## src/rtl/stream_demux.sv

```systemverilog
// -----------------------------------------------------------------------------
// stream_demux
//
// Valid/ready 1-to-2 stream demultiplexer for the multifunction barrel shifter
// datapath. Every accepted input word is steered by its in_sel bit to the left
// (in_sel = 0) or the right (in_sel = 1) output channel. Each channel has its
// own 2-entry FIFO. A stalled channel therefore never blocks the other one, and
// a channel that is not stalled runs at one word per cycle.
//
// Optional feature macro: STREAM_DEMUX_COUNT_EN
//   When defined, the left_count/right_count ports and their 8-bit wrapping
//   transfer counters exist. When undefined, both are absent.
//
// Ports
//   clk          rising-edge clock, the only clock
//   reset_n      synchronous active-low reset, sampled on rising clk
//   in_data      input word (WIDTH bits)
//   in_sel       steering bit (0 = left, 1 = right), qualified by in_valid
//   in_valid     input word present
//   in_ready     selected channel has room this cycle
//   left_data    head word of the left FIFO
//   left_valid   left FIFO not empty
//   left_ready   left consumer accepts the head word
//   right_data   head word of the right FIFO
//   right_valid  right FIFO not empty
//   right_ready  right consumer accepts the head word
//   left_count   completed left transfers, wraps at 256 (COUNT_EN only)
//   right_count  completed right transfers, wraps at 256 (COUNT_EN only)
// -----------------------------------------------------------------------------
module stream_demux #(
  parameter int WIDTH = 8
) (
  input  logic             clk,
  input  logic             reset_n,
  input  logic [WIDTH-1:0] in_data,
  input  logic             in_sel,
  input  logic             in_valid,
  output logic             in_ready,
  output logic [WIDTH-1:0] left_data,
  output logic             left_valid,
  input  logic             left_ready,
  output logic [WIDTH-1:0] right_data,
  output logic             right_valid,
  input  logic             right_ready
`ifdef STREAM_DEMUX_COUNT_EN
  ,
  output logic [7:0]       left_count,
  output logic [7:0]       right_count
`endif
);

  // Channel index. It matches the encoding of in_sel.
  typedef enum logic {
    CH_LEFT  = 1'b0,
    CH_RIGHT = 1'b1
  } chan_e;

  localparam logic [1:0] OCC_FULL = 2'd2;

  // Per-channel FIFO state. The outer packed index is the channel.
  logic [1:0][1:0][WIDTH-1:0] mem;     // [channel][slot]
  logic [1:0][1:0]            occ;     // occupancy 0..2 per channel
  logic [1:0]                 rd_ptr;
  logic [1:0]                 wr_ptr;

  logic [1:0] push;
  logic [1:0] pop;
  logic [1:0] ch_valid;
  logic [1:0] ch_ready;

  assign ch_ready = {right_ready, left_ready};

  // in_ready depends only on in_sel and the current occupancies. A full channel
  // that pops in the same cycle still refuses the word, because there is no
  // pass-through from the output side. This keeps the output ready signals out
  // of the combinational in_ready path.
  assign in_ready = (occ[in_sel] != OCC_FULL);

  assign push[CH_LEFT]  = in_valid && in_ready && (in_sel == CH_LEFT);
  assign push[CH_RIGHT] = in_valid && in_ready && (in_sel == CH_RIGHT);

  assign ch_valid[CH_LEFT]  = (occ[CH_LEFT]  != 2'd0);
  assign ch_valid[CH_RIGHT] = (occ[CH_RIGHT] != 2'd0);

  assign pop = ch_valid & ch_ready;

  // NOTE: State updates use non-blocking assignments. Every register then sees
  // the pre-edge values of the others, whatever order the statements are in.
  always_ff @(posedge clk) begin
    if (!reset_n) begin
      occ    <= '0;
      rd_ptr <= '0;
      wr_ptr <= '0;
      // NOTE: The storage is reset along with the control state. After a reset
      // left_data/right_data read 0 rather than stale words. With only four
      // words of storage, resetting them costs almost nothing.
      mem    <= '0;
    end else begin
      for (int ch = 0; ch < 2; ch++) begin
        if (push[ch]) begin
          mem[ch][wr_ptr[ch]] <= in_data;
          wr_ptr[ch]          <= ~wr_ptr[ch];
        end
        if (pop[ch]) begin
          rd_ptr[ch] <= ~rd_ptr[ch];
        end
        // A push and a pop in the same cycle leave the occupancy unchanged.
        unique case ({push[ch], pop[ch]})
          2'b10:   occ[ch] <= occ[ch] + 2'd1;
          2'b01:   occ[ch] <= occ[ch] - 2'd1;
          default: occ[ch] <= occ[ch];
        endcase
      end
    end
  end

  // The head word comes straight from storage. When a channel is empty, this
  // is whatever the last pop left behind (or 0 after a reset).
  assign left_data   = mem[CH_LEFT][rd_ptr[CH_LEFT]];
  assign right_data  = mem[CH_RIGHT][rd_ptr[CH_RIGHT]];
  assign left_valid  = ch_valid[CH_LEFT];
  assign right_valid = ch_valid[CH_RIGHT];

`ifdef STREAM_DEMUX_COUNT_EN
  // Completed output handshakes per channel. The 8-bit counters wrap naturally.
  always_ff @(posedge clk) begin
    if (!reset_n) begin
      left_count  <= '0;
      right_count <= '0;
    end else begin
      if (pop[CH_LEFT])  left_count  <= left_count + 8'd1;
      if (pop[CH_RIGHT]) right_count <= right_count + 8'd1;
    end
  end
`endif

endmodule

```

## config.mk

```make
export PLATFORM = sky130hd
export DESIGN_NAME = stream_demux
export DESIGN_NICKNAME = d
export VERILOG_FILES = /design/src/rtl/stream_demux.sv
export SDC_FILE = /design/constraint.sdc
export NUM_CORES = 1
export LEC_CHECK = 0
export CAP_MARGIN = 20
export CORE_UTILIZATION = 34
export DETAILED_ROUTE_END_ITERATION = 10
export HOLD_SLACK_MARGIN = 0.06
export SYNTH_ARGS = -nofsm -noshare
export SYNTH_HDL_FRONTEND = slang
export SYNTH_SLANG_ARGS = --single-unit
```

## constraint.sdc

```tcl
create_clock -name clk -period 2.4 [get_ports clk]
set_input_delay 0.48 -clock clk [delete_from_list [all_inputs] [get_ports clk]]
set_output_delay 0.48 -clock clk [all_outputs]
set_load 0.01 [all_outputs]
```

==> results of run 1 <==
## per-stage QoR
step	area [um^2]	hold slack, ns	power [W]	setup slack, ns
3_3_place_gp	2210	0.441	0.00140	0.212
4_1_cts	2300	0.461	0.00189	0.118
6_report	2300	0.457	0.00187	0.151
2_1_floorplan	1800	0.432	0.00120	0.852
3_5_place_dp	2210	0.448	0.00141	0.154
5_1_grt	2300	0.476	0.00199	0.0733
## state kept, by name, indices dropped and copies added (netlist names)
signal,flops
mem,32
occ,4
rd_ptr,2
wr_ptr,2
## worst min-delay path, stage by stage (launching register included)
cell	delay, ns
sky130_fd_sc_hd__dfxtp_1	0.31
sky130_fd_sc_hd__nand2_1	0.05
sky130_fd_sc_hd__mux2i_1	0.05
## cell families after synthesis
family,Yosys count,synth area share
AOI/OAI and AO/OA,11,0.0418
xor gates and xnor gates,6,0.0292
adders and majority gates,2,0.0139
buffers and inverters,9,0.0272
DFF,40,0.446
muxes,48,0.279
and+or+nand+nor,60,0.164
## placed cells by master (no fill, tap or decap)
| cell type | Yosys | routed |
|---|---|---|
| sky130_fd_sc_hd__xnor2_1 | 6 | 6 |
| sky130_fd_sc_hd__mux2_2 | 16 | 16 |
| sky130_fd_sc_hd__or2_2 | 2 | 2 |
| sky130_fd_sc_hd__clkbuf_8 | 0 | 7 |
| sky130_fd_sc_hd__nand3_1 | 1 | 1 |
| sky130_fd_sc_hd__nor2_1 | 1 | 1 |
| sky130_fd_sc_hd__and3b_1 | 1 | 1 |
| sky130_fd_sc_hd__clkdlybuf4s50_1 | 0 | 32 |
| sky130_fd_sc_hd__and2_1 | 2 | 2 |
| sky130_fd_sc_hd__o21a_1 | 5 | 5 |
| sky130_fd_sc_hd__nor2b_1 | 3 | 3 |
| sky130_fd_sc_hd__a21boi_0 | 2 | 2 |
| sky130_fd_sc_hd__dfxtp_1 | 40 | 40 |
| sky130_fd_sc_hd__o21ai_0 | 2 | 2 |
| sky130_fd_sc_hd__a21oi_1 | 1 | 1 |
| sky130_fd_sc_hd__nor2b_4 | 1 | 1 |
| sky130_fd_sc_hd__buf_4 | 1 | 7 |
| sky130_fd_sc_hd__a21boi_1 | 1 | 1 |
| sky130_fd_sc_hd__nand3_2 | 1 | 1 |
| sky130_fd_sc_hd__mux2i_1 | 32 | 32 |
| sky130_fd_sc_hd__ha_1 | 2 | 2 |
| sky130_fd_sc_hd__nand2b_1 | 2 | 2 |
| sky130_fd_sc_hd__or3_1 | 2 | 2 |
| sky130_fd_sc_hd__nand4_4 | 1 | 1 |
| sky130_fd_sc_hd__nand2_1 | 42 | 42 |
| sky130_fd_sc_hd__nor3_1 | 1 | 1 |
## power groups by stage
| stage | Clock (W) | Sequential [W] | Combinational (W) |
|---|---|---|---|
| floorplan | 0 | 0.000798 | 0.000405 |
| global placement | 0 | 0.000858 | 0.000543 |
| detailed placement | 0 | 0.000858 | 0.000548 |
| CTS | 0.000497 | 0.000843 | 0.000552 |
| global route | 0.000532 | 0.000855 | 0.000599 |
| finish | 0.000482 | 0.000840 | 0.000545 |
## per-layer routing
| layer | track usage | vias up | share of wire |
|---|---|---|---|
| met1 | 0.188 | 583 | 0.48 |
| met2 | 0.216 | 34 | 0.45 |
| met3 | 0.0576 | 5 | 0.062 |
| met4 | 0.0503 | 0 | 0.012 |
| met5 | 0 | - | 0 |
| li1 | - | 662 | - |
## final timing paths
check,from,end,slack (ns),cells past startpoint
setup / recovery,rd_ptr[0],left_data[3],0.15,2
setup reg to reg,occ[0],occ[1],0.75,5
hold reg to reg,mem[16],mem[16],0.46,2
hold / removal,mem[16],mem[16],0.46,2
## final cells by class
type | count | area [um^2]
fillers | 511 | 2800
multi-input cells | 127 | 947
flip-flops and latches | 40 | 801
repair buffers | 39 | 373
clock buffers | 7 | 96.3
well taps | 70 | 87.6
==> qor.log, run 1 <==
[outcome] run status completed
[synthesis] biggest area contributors in the synthesized netlist sky130_fd_sc_hd__dfxtp_1 45%, sky130_fd_sc_hd__mux2i_1 18%, sky130_fd_sc_hd__mux2_2 10%, sky130_fd_sc_hd__nand2_1 8.8%, sky130_fd_sc_hd__xnor2_1 2.9%
[synthesis] proportion of netlist area held by the largest area contributor 0.446
[drt] detailed-route vias per instance 4.54
[setup_path] category of cells accounting for the largest share of critical-path delay flip-flops
[setup_path] series of cell instances along the critical path mux2_2 -> clkdlybuf4s50_1
[die] die boundary width 74.7 um
[timing] final number of setup-violating endpoints 0
[die] starting density of the core 0.352
[final_layout] Layout area overhead 28.3%
[clocking] CTS resizes 0
[setup_path] endpoint required time on the critical path 1.92 ns
[synthesis] most instantiated library cell after synthesis sky130_fd_sc_hd__nand2_1
[clocking] TritonCTS clock tree yes
[clocking] clock network latency to the later pin of the worst-skew pair 0.29 ns
[setup_path] data arrival time of the critical path 1.77 ns
[clocking] total number of H-tree levels 2
[setup_path] startpoint kind of the worst setup timing path flip-flop
[run] Max-cap violations 0
[global_routing] pin count of the biggest net entering global routing 21
[clocking] maximum clock path buffer count 2
[pwr] Combinational Power Share 0.292
[clocking] cts-stage hold buffer count 0
[timing] RSZ-0062 raised after global routing false
[setup_path] kind of critical path flip-flop to output port
[timing] Period minus WS final 2.25 ns
[pwr] pwr/cell area 810 nW/um^2
[place] global placer's final weighted congestion 0.702
[place] cell count after placement 276
[timing] worst slew margin relative to its limit 0.621
[drt] drt initial violations 36
[final_layout] Cell Count, Final, Fillers Out 283
[synthesis] register area share after synthesis 0.446
[drt] vias post-DR 1284
[die] standard cell core area 5110 um^2
[drt] remaining routing DRC violations 0
[setup_path] slowest stage delay, CP 0.59 ns
[synthesis] Synth Cell Area 1800 um^2
[drt] Final Routed Wirelength 3.51 mm
[final_layout] diode insertion count for antenna repair 0
[setup_path] buffering stage count on the worst path with inverters included 1
[pwr] Leakage 0.962 nW
[setup_path] category of the worst setup path capture point output port
[pwr] peak ir drop on the vdd network 0.000391 V
[synthesis] Netlist cell types 27
[drt] average wire per cell in the routed design 12.4 um
[die] number of standard-cell rows in the floorplan 26
[place] IO Port Bufs 32
[timing] Total Neg Setup Slack 0 ns
[final_layout] Post-layout nets 229
[clocking] Sink Count 40
[synthesis] Async SR Flop Fraction 0
[timing] final hold violation count 0
[global_routing] overall global routing resource usage 0.144
[clocking] CTS Buf Count 5
[timing] Slew @ Worst Pin 0.566 ns
[synthesis] commonest cells in the netlist 42 x sky130_fd_sc_hd__nand2_1, 40 x sky130_fd_sc_hd__dfxtp_1, 32 x sky130_fd_sc_hd__mux2i_1
[synthesis] Post-Synthesis Cells 176
[drt] first drt pass iteration count 4
[pwr] sequential cell fraction of total power 0.450
[timing] final worst path period share 0.937
[synthesis] Synth warnings 0
[die] Die Y-Extent 74.7 um
[final_layout] proportion of layout cells with a drive suffix above 1 0.164
[pwr] switching power as a share of total power 0.287
[drt] Routed Antenna Nets 0
[synthesis] average footprint of a synthesized cell 10.2 um^2
[synthesis] Synth area leader sky130_fd_sc_hd__dfxtp_1
[global_routing] residual overflow from global routing 0
[timing] Max Clk Rate 0.445 GHz
[pwr] switching power total 0.000536 W
[timing] post-route clock skew 0.00440 ns
[synthesis] leading register cell type out of synthesis sky130_fd_sc_hd__dfxtp_1
[clocking] number of buffers inserted to repair setup after CTS 0
[clocking] clock tree root driver cell sky130_fd_sc_hd__clkbuf_8
[synthesis] post-synthesis register bit count 40
[die] area enclosed by the die boundary 5580 um^2
[timing] max-slew violation count 0
[setup_path] Slowest cell on crit path sky130_fd_sc_hd__dfxtp_1
[hold_path] HP Class flip-flop to flip-flop
[global_routing] vias in the first global route 1266
[clocking] clock edge transition at the registers on the reported setup and hold paths 0.07 ns
[pwr] Pint 0.00133 W
[setup_path] worst-path maximum fanout 9
[global_routing] first-pass GRT wire length 5.87 mm
[synthesis] number of nets produced by synthesis 192
[die] Top Ports 33
[place] Detailed Place HPWL 2.46 mm
[synthesis] number of synthesized flops with an enable pin 0
[pwr] proportion of power drawn by the clock network 0.258
[final_layout] final core occ 0.451
[global_routing] number of antenna violations at the first check in global routing 0
Note: power is estimated with default switching activity, not from simulation.
==> inputs of run 2 (changes only) <==
Settings changed: SKIP_CTS_REPAIR_TIMING set to 1.
==> results of run 2 <==
Final layout, timing and power as in run 1 (identical DEF).
